File: src/rtl/dly_code_ctrl.sv
// DLL delay-line calibration controller: averages phase-detector votes per window and
// steps a saturating tap code with lock detection. Optional fast acquisition: DLY_CODE_CTRL_FAST_ACQ_EN.
module dly_code_ctrl #(
    parameter int unsigned CODE_W     = 6,
    parameter int unsigned INIT_CODE  = 32,
    parameter int unsigned SETTLE_CYC = 8,
    parameter int unsigned AVG_N      = 16,
    parameter int unsigned LOCK_WIN   = 4
) (
    input  logic              CLK,
    input  logic              RSTN,
    input  logic              EN,
    input  logic              PD_EARLY,
    input  logic              PD_LATE,
    output logic [CODE_W-1:0] DLY_CODE,
    output logic              LOCK,
    output logic              BUSY,
    output logic              SAT
);

    localparam int unsigned ACC_W   = $clog2(AVG_N) + 2;
    localparam int unsigned LCK_W   = $clog2(LOCK_WIN + 1);
    localparam int unsigned CNT_MAX = (SETTLE_CYC > AVG_N) ? SETTLE_CYC : AVG_N;
    localparam int unsigned CNT_W   = $clog2(CNT_MAX);

    localparam logic [CODE_W-1:0]       CODE_MAX    = '1;
    localparam logic [CODE_W-1:0]       CODE_INIT   = CODE_W'(INIT_CODE);
    localparam logic [CNT_W-1:0]        SETTLE_LAST = CNT_W'(SETTLE_CYC - 1);
    localparam logic [CNT_W-1:0]        WIN_LAST    = CNT_W'(AVG_N - 1);
    localparam logic signed [ACC_W-1:0] THR         = ACC_W'(AVG_N / 2);
    localparam logic [LCK_W-1:0]        LOCK_MAX    = LCK_W'(LOCK_WIN);
`ifdef DLY_CODE_CTRL_FAST_ACQ_EN
    localparam logic [CNT_W-1:0]        FAST_LAST   = CNT_W'(AVG_N / 4 - 1);
    localparam logic signed [ACC_W-1:0] FAST_THR    = ACC_W'((AVG_N / 8 > 0) ? AVG_N / 8 : 1);
`endif

    typedef enum logic [1:0] {IDLE, SETTLE, SAMPLE, UPDATE} state_t;
    typedef enum logic [1:0] {DIR_NONE, DIR_UP, DIR_DN} dir_t;

    state_t                    state_q;
    dir_t                      dir_q;
    logic [CNT_W-1:0]          cnt_q;
    logic signed [ACC_W-1:0]   acc_q;
    logic [CODE_W-1:0]         code_q;
    logic [LCK_W-1:0]          lcnt_q;
    logic                      lock_q;
    logic                      busy_q;
    logic                      sat_q;
`ifdef DLY_CODE_CTRL_FAST_ACQ_EN
    logic                      fast_q;
    logic                      fast_end;
`endif

    logic [CNT_W-1:0]          win_last;
    logic signed [ACC_W-1:0]   thr;
    logic signed [ACC_W-1:0]   acc_inc;
    logic signed [ACC_W-1:0]   acc_d;
    logic [CODE_W-1:0]         step;
    logic [CODE_W:0]           up_sum;
    logic [CODE_W-1:0]         code_d;
    logic [LCK_W-1:0]          lcnt_d;
    logic                      vote_up;
    logic                      vote_dn;
    logic                      sat_hit;
    logic                      quiet;
    dir_t                      step_dir;
    dir_t                      dir_d;

    always_comb begin
        win_last = WIN_LAST;
        thr      = THR;
        step     = CODE_W'(1);
`ifdef DLY_CODE_CTRL_FAST_ACQ_EN
        fast_end = 1'b0;
        if (fast_q) begin
            win_last = FAST_LAST;
            thr      = FAST_THR;
            step     = CODE_W'(4);
        end
`endif
        acc_inc = '0;
        if (PD_EARLY && !PD_LATE) begin
            acc_inc = ACC_W'(1);
        end else if (PD_LATE && !PD_EARLY) begin
            acc_inc = '1;
        end
        acc_d = acc_q + acc_inc;

        vote_up  = (acc_q >= thr);
        vote_dn  = (acc_q <= -thr);
        sat_hit  = (vote_up && code_q == CODE_MAX) || (vote_dn && code_q == '0);
        step_dir = DIR_NONE;
        code_d   = code_q;
        up_sum   = {1'b0, code_q} + {1'b0, step};
        if (vote_up && code_q != CODE_MAX) begin
            step_dir = DIR_UP;
            code_d   = (up_sum > {1'b0, CODE_MAX}) ? CODE_MAX : up_sum[CODE_W-1:0];
        end else if (vote_dn && code_q != '0) begin
            step_dir = DIR_DN;
            code_d   = (code_q < step) ? '0 : code_q - step;
        end

        // A blocked step is treated as a hold; a reversal is dither and also counts as quiet.
        quiet  = (step_dir == DIR_NONE) || (dir_q != DIR_NONE && step_dir != dir_q);
        lcnt_d = quiet ? ((lcnt_q == LOCK_MAX) ? lcnt_q : lcnt_q + 1'b1) : '0;
        dir_d  = (step_dir == DIR_NONE) ? dir_q : step_dir;
`ifdef DLY_CODE_CTRL_FAST_ACQ_EN
        if (fast_q) begin
            lcnt_d   = '0;
            fast_end = (step_dir != DIR_NONE) && (dir_q != DIR_NONE) && (step_dir != dir_q);
        end
`endif
    end

    always_ff @(posedge CLK or negedge RSTN) begin
        if (!RSTN) begin
            state_q <= IDLE;
            dir_q   <= DIR_NONE;
            cnt_q   <= '0;
            acc_q   <= '0;
            code_q  <= CODE_INIT;
            lcnt_q  <= '0;
            lock_q  <= 1'b0;
            busy_q  <= 1'b0;
            sat_q   <= 1'b0;
`ifdef DLY_CODE_CTRL_FAST_ACQ_EN
            fast_q  <= 1'b0;
`endif
        end else if (!EN) begin
            state_q <= IDLE;
            cnt_q   <= '0;
            acc_q   <= '0;
            lock_q  <= 1'b0;
            busy_q  <= 1'b0;
        end else begin
            case (state_q)
                IDLE: begin
                    state_q <= SETTLE;
                    dir_q   <= DIR_NONE;
                    cnt_q   <= '0;
                    acc_q   <= '0;
                    code_q  <= CODE_INIT;
                    lcnt_q  <= '0;
                    lock_q  <= 1'b0;
                    sat_q   <= 1'b0;
                    busy_q  <= 1'b1;
`ifdef DLY_CODE_CTRL_FAST_ACQ_EN
                    fast_q  <= 1'b1;
`endif
                end
                SETTLE: begin
                    if (cnt_q == SETTLE_LAST) begin
                        cnt_q   <= '0;
                        state_q <= SAMPLE;
                    end else begin
                        cnt_q <= cnt_q + 1'b1;
                    end
                end
                SAMPLE: begin
                    acc_q <= acc_d;
                    if (cnt_q == win_last) begin
                        cnt_q   <= '0;
                        state_q <= UPDATE;
                    end else begin
                        cnt_q <= cnt_q + 1'b1;
                    end
                end
                UPDATE: begin
                    code_q  <= code_d;
                    sat_q   <= sat_q | sat_hit;
                    lcnt_q  <= lcnt_d;
                    lock_q  <= (lcnt_d == LOCK_MAX);
                    dir_q   <= dir_d;
                    acc_q   <= '0;
                    state_q <= SETTLE;
`ifdef DLY_CODE_CTRL_FAST_ACQ_EN
                    if (fast_end) begin
                        fast_q <= 1'b0;
                    end
`endif
                end
                default: state_q <= IDLE;
            endcase
        end
    end

    assign DLY_CODE = code_q;
    assign LOCK     = lock_q;
    assign BUSY     = busy_q;
    assign SAT      = sat_q;

endmodule

File: config.mk
export PLATFORM = sky130hd
export DESIGN_NAME = dly_code_ctrl
export DESIGN_NICKNAME = d
export VERILOG_FILES = /design/src/rtl/dly_code_ctrl.sv
export SDC_FILE = /design/constraint.sdc
export NUM_CORES = 1
export LEC_CHECK = 0
export CAP_MARGIN = 20
export CORE_MARGIN = 2
export CORE_UTILIZATION = 40
export CTS_CLUSTER_DIAMETER = 60
export DETAILED_ROUTE_END_ITERATION = 12
export GPL_TIMING_DRIVEN = 0
export PLACE_DENSITY_LB_ADDON = 0.3
export SLEW_MARGIN = 30
export SYNTH_ARGS = -nofsm -noshare
export SYNTH_HDL_FRONTEND = slang
export SYNTH_SLANG_ARGS = --single-unit
File: constraint.sdc
create_clock -name CLK -period 2.2 [get_ports CLK]
set_clock_uncertainty 0.05 [all_clocks]
set_input_delay 0.44 -clock CLK [delete_from_list [all_inputs] [get_ports CLK]]
set_output_delay 0.44 -clock CLK [all_outputs]
set_load 0.005 [all_outputs]
Yosys cells after proc, flatten, opt, wreduce, memory -nomap -nowiden
Index checks and enable logic that the tools add are counted.

cells by class
  add/sub/neg operators = 5
  order comparisons = 4
  equal/unequal tests = 18
  multiplexer cells = 29
  bitwise operators = 1
  reductions and logical operators = 22

operators with widths
  kind                   count
  $mux W6                7
  $pmux W6 S2            2
  $mux W2                6
  $mux W4                3
  $pmux W4 S3            1
  $ne A3 B3 Y1 const B   3
  $add A6 B1 Y7 const B  1
  $gt A7 B6 Y1 const B   1
  $logic_and A1 B1 Y1    7
  $add A6 B6 Y6          1
  $eq A3 B3 Y1 const B   2
  $eq A6 B6 Y1 const B   1
  $ge A6 B5 Y1 const B   1
  $le A6 B4 Y1 const B   1
  $logic_not A6 Y1       1
  $lt A6 B1 Y1 const B   1
  $mux W3                2
  $ne A6 B6 Y1 const B   1
  $pmux W2 S3            1
  $pmux W3 S2            1
  $reduce_and A3 Y1      2
  $reduce_bool A6 Y1     1
  $sub A6 B1 Y6 const B  1
  $add A4 B1 Y4 const B  1
  other kinds (21)       30

word-level totals
  register bits = 26
  output and inout port bits = 9

Longest topological paths before layout
Gate-level depths: netlist of the first run.

  depth in word-level cells = 11
  depth in mapped cells = 10
  gate-level depth less buffers = 10

Worst setup path before layout of the first run
No wires, ideal clock.

  path kind = input -> register
  from = input PD_EARLY
  to = register acc_q[4]
  library setup time = 0.125 ns
  arrival time = 1.884 ns
  data required time = 2.025 ns
  setup slack = 0.141 ns
  stages = 10
  buffers on the path = 0
  cell sequence = inv_1 > ha_1 > inv_1 > ha_1 > fa_1 > a21o_1 > a21oi_1 > xnor2_1 > mux2i_1 > nor2_1

between the ends
  cells in the longest elaborated chain, start to end = 7
  elaborated cells between the ends (all ways) = 8

ends and longest elaborated chain
  element                 line  text
  start: declaration      13    input logic PD_EARLY,
  $logic_not A1 Y1        84    end else if (PD_LATE && !PD_EARLY) begin
  $logic_and A1 B1 Y1     84
  $mux W6                 84
  $mux W6 *               82    if (PD_EARLY && !PD_LATE) begin
  $add A6 B6 Y6 *         87    acc_d = acc_q + acc_inc;
  $pmux W6 S2 *           136   case (state_q)
  $mux W6 *               129   end else if (!EN) begin
  end signal: assignment  132   acc_q <= '0;
  end signal: assignment  141   acc_q <= '0;
  end signal: assignment  160   acc_q <= acc_d;
  end: declaration        43    logic signed [ACC_W-1:0] acc_q;

Mark *: on every way between the ends. The rest lies on a longest branch, timed or not.
A chain may end at the register's enable or synchronous reset.

Final worst setup path of the first run
  from = register code_q[5], in the netlist DLY_CODE[5]
  to = register code_q[0], in the netlist DLY_CODE[0]

between the ends
  cells in the longest elaborated chain, start to end = 5
  elaborated cells between the ends (all ways) = 14

ends and longest elaborated chain
  element                                               line     text
  start: declaration                                    44       logic [CODE_W-1:0] code_q;
  start signal: assignment                              169      code_q <= code_d;
  $add A6 B1 Y7 / $lt A6 B1 Y1 (equally long branches)  94, 100
  $gt A7 B6 Y1 / $mux W6 (equally long branches)        97, 100
  $mux W6 (on tied branches)                            97, 98
  $mux W6                                               95       if (vote_up && code_q != CODE_MAX) begin
  $pmux W6 S2                                           136

Parallel ways exist; a longest one is shown, timed or not. The select of a mux whose other input is x is not followed.

==> results.json, run 1 <==
{
  "syn_area_mm2": 0.00194,
  "p_leak_nw": 0.932,
  "totalWireLength_um": 4170,
  "p_per_area_mw_per_mm2": 1000,
  "firstDrtPassIters": 4,
  "ctsHoldBuffers": 0,
  "synth-seq-cells": 26,
  "syn_area_per_cell_um2": 9.48,
  "ant_nets": 0,
  "final_cells": 277,
  "dr_total_vias": 1614,
  "start_util": 0.414,
  "io_pins": 14,
  "slew_viol_final": 0,
  "grt_pass1_vias": 1525,
  "async_reset_ff_frac": 1.00,
  "cap_violations": 0,
  "grt_pass1_wl_um": 7250,
  "worst-setup-path-type": "reg2reg",
  "hp-class": "in2async",
  "r2r_start": "DLY_CODE[5]$_DFFE_PN1P_",
  "fillers": 450,
  "place_congestion": 0.857,
  "nNetsFinal": 246,
  "fin_crit_ns": 2.07,
  "p_comb_frac": 0.555,
  "critPathMaxFanout": 9,
  "dieArea_mm2": 0.00543,
  "wl_met3_um": 125,
  "p_sw_frac": 0.415,
  "ys_seq_area_frac": 0.335,
  "gr-total-overflow": 0,
  "grt_usage": 0.170,
  "synth-edff-count": 0,
  "cts_tree": "done",
  "ff2ff_path_depth": 7,
  "setup-tns-final_ns": 0,
  "wl_met2_um": 2050,
  "tightestPinTransition_ns": 0.587,
  "clkPwrFrac": 0.141,
  "dp_cells": 272,
  "yosys_warnings": 0,
  "numPortBuffers": 13,
  "required_ns": 2.32,
  "cp.arrival_ns": 2.19,
  "start_kind": "register",
  "layout_commonest_cell": "dfrtp_1",
  "die-width_um": 73.7,
  "area_growth_syn_to_layout_pct": 15.9,
  "drc_errors": 0,
  "cts_root_buf": "clkbuf_8",
  "grt_max_degree": 27,
  "fmax_ghz": 0.482,
  "internal-power_mw": 1.32,
  "r2r_end": "DLY_CODE[0]$_DFFE_PN0P_",
  "rsz0062_at_grt": "false",
  "layout_common_cells": "24 x dfrtp_1, 15 x nand2_1, 15 x nor2_1",
  "dp_hpwl_um": 2970,
  "avgRoutedWirePerCell_um": 15.1,
  "crit_end": "DLY_CODE[0]$_DFFE_PN0P_",
  "cts-buffers-inserted": 3,
  "hold-worst-slack_ns": 0.104,
  "power_frac_seq": 0.303,
  "slew_headroom": 0.608,
  "clockBufferDepth": 2,
  "synth_cell_types": 61,
  "die_h_um": 73.7,
  "diodes": 0,
  "viasPerCell": 5.83,
  "syn-num-nets": 227,
  "power.switching_mw": 0.938,
  "fin_crit_sh": 0.942,
  "drive_gt1_frac": 0.148,
  "antenna_found_initial": 0,
  "status": "finished, final reports clean",
  "cts.sinks": 26,
  "cts.reportedPaths.clkPinSlew_ns": 0.10,
  "synth_cells": 205,
  "initialDrtViolationCount": 83,
  "ys.flop_type": "dfrtp_1",
  "core_mm2": 0.00469,
  "ir_drop_mv": 0.474,
  "drt-met1-wl_um": 1970,
  "ff2ff_setup_slack_ns": 0.13,
  "hold_violations": 0,
  "rows": 25,
  "top_layer": "met4",
  "setup_viol": 0,
  "h-tree-depth": 1,
  "crit_start": "DLY_CODE[5]$_DFFE_PN1P_",
  "clk_latency_ns": 0.27,
  "worst_setup_path_end_kind": "register"
}
## layer usage
metal / track usage / up-vias
met5: 0 / -
met4: 0.0323 / 0
met3: 0.0329 / 4
met2: 0.283 / 27
met1: 0.230 / 781
li1: - / 802
## power by group through the flow
stage / registers (mW) / logic (mW) / clock network [mW]
after global routing: 0.700 / 1.41 / 0.351
after CTS: 0.683 / 1.25 / 0.331
after floorplan: 0.668 / 0.923 / 0
final: 0.685 / 1.25 / 0.319
after global placement: 0.689 / 1.22 / 0
after detailed placement: 0.691 / 1.23 / 0
## through the flow
stage          area [um2]  power [mW]  utilization  setup WS [ns]
2_1_floorplan        1940        1.59            -          0.141
3_3_place_gp         2140        1.90        0.457         -0.433
3_5_place_dp         2140        1.92        0.455         -0.424
4_1_cts              2240        2.26        0.478         0.0927
5_1_grt              2250        2.46        0.480         0.0367
6_report             2250        2.26        0.480          0.127
## registers in the layout, summed over array words and instances (netlist names)
signal    cells
lcnt_q        3
SAT           1
acc_q         6
cnt_q         4
BUSY          1
dir_q         2
DLY_CODE      6
LOCK          1
state_q       2
## kinds of logic (layout without fill, tap and decap cells)
group / Yosys count / count (layout) / synth area share
buffers and inverters: 20 / 38 / 0.0547
adder cells (fa/ha/maj): 17 / 17 / 0.113
flip-flops: 26 / 26 / 0.335
AND/OR/NAND/NOR: 68 / 68 / 0.190
XOR/XNOR: 5 / 5 / 0.0225
multiplexers: 10 / 10 / 0.0547
AO/OA/AOI/OAI: 59 / 59 / 0.230
## cell type report
type | instances | area, um2 | area share
well taps | 54 | 67.6 | 0.0300
flip-flops and latches | 26 | 653 | 0.290
repair buffers | 14 | 130 | 0.0577
inverters | 12 | 45.0 | 0.0200
multi-input cells | 159 | 1240 | 0.550
plain buffers | 8 | 62.6 | 0.0278
clock buffers | 4 | 55.1 | 0.0244
## worst max-delay path, cell delays in order, from the launching register on
cell	delay, ns
dfstp_2	0.57
buf_12	0.13
nor3_4	0.04
and3_1	0.20
buf_4	0.16
o211ai_4	0.28
and2_4	0.24
mux2_4	0.30
## Yosys cell counts, types with 3 or more instances
cell type  count  area, um2
dfrtp_1       25        626
clkbuf_1       3       11.3
nor2_1        15       56.3
a22o_1         3       26.3
a31oi_1        4       25.0
a21o_1         3       22.5
ha_1          16        200
mux2i_1        8       80.1
nand2_1       15       56.3
o21ai_0        5       25.0
nand2b_1       3       18.8
inv_1         12       45.0
nor3_1         8       40.0
xnor2_1        4       35.0
o21ai_1        5       25.0
a21oi_1       11       55.1
nand3_1        7       35.0
## worst min-delay path by stage
stage | end | from
after floorplan | BUSY$_DFFE_PN0P_ | RSTN
after global placement | BUSY$_DFFE_PN0P_ | BUSY$_DFFE_PN0P_
after detailed placement | BUSY$_DFFE_PN0P_ | BUSY$_DFFE_PN0P_
after CTS | DLY_CODE[3]$_DFFE_PN0P_ | RSTN
after global routing | DLY_CODE[3]$_DFFE_PN0P_ | RSTN
final | DLY_CODE[3]$_DFFE_PN0P_ | RSTN
## what timing repair did
action                     CTS  global route
pin swaps                    5             0
buffers inserted             1             0
setup endpoints to repair    3             2
resized for setup           12             3
Note: power is estimated with default switching activity, not from simulation.
==> run 2: changes to the inputs <==
Settings changed: ABC_CLOCK_PERIOD_IN_PS from default to 2200, SLEW_MARGIN 30 to 25.
==> results of run 2 <==
The final DEF is identical to that of run 1; final timing and power are the same.
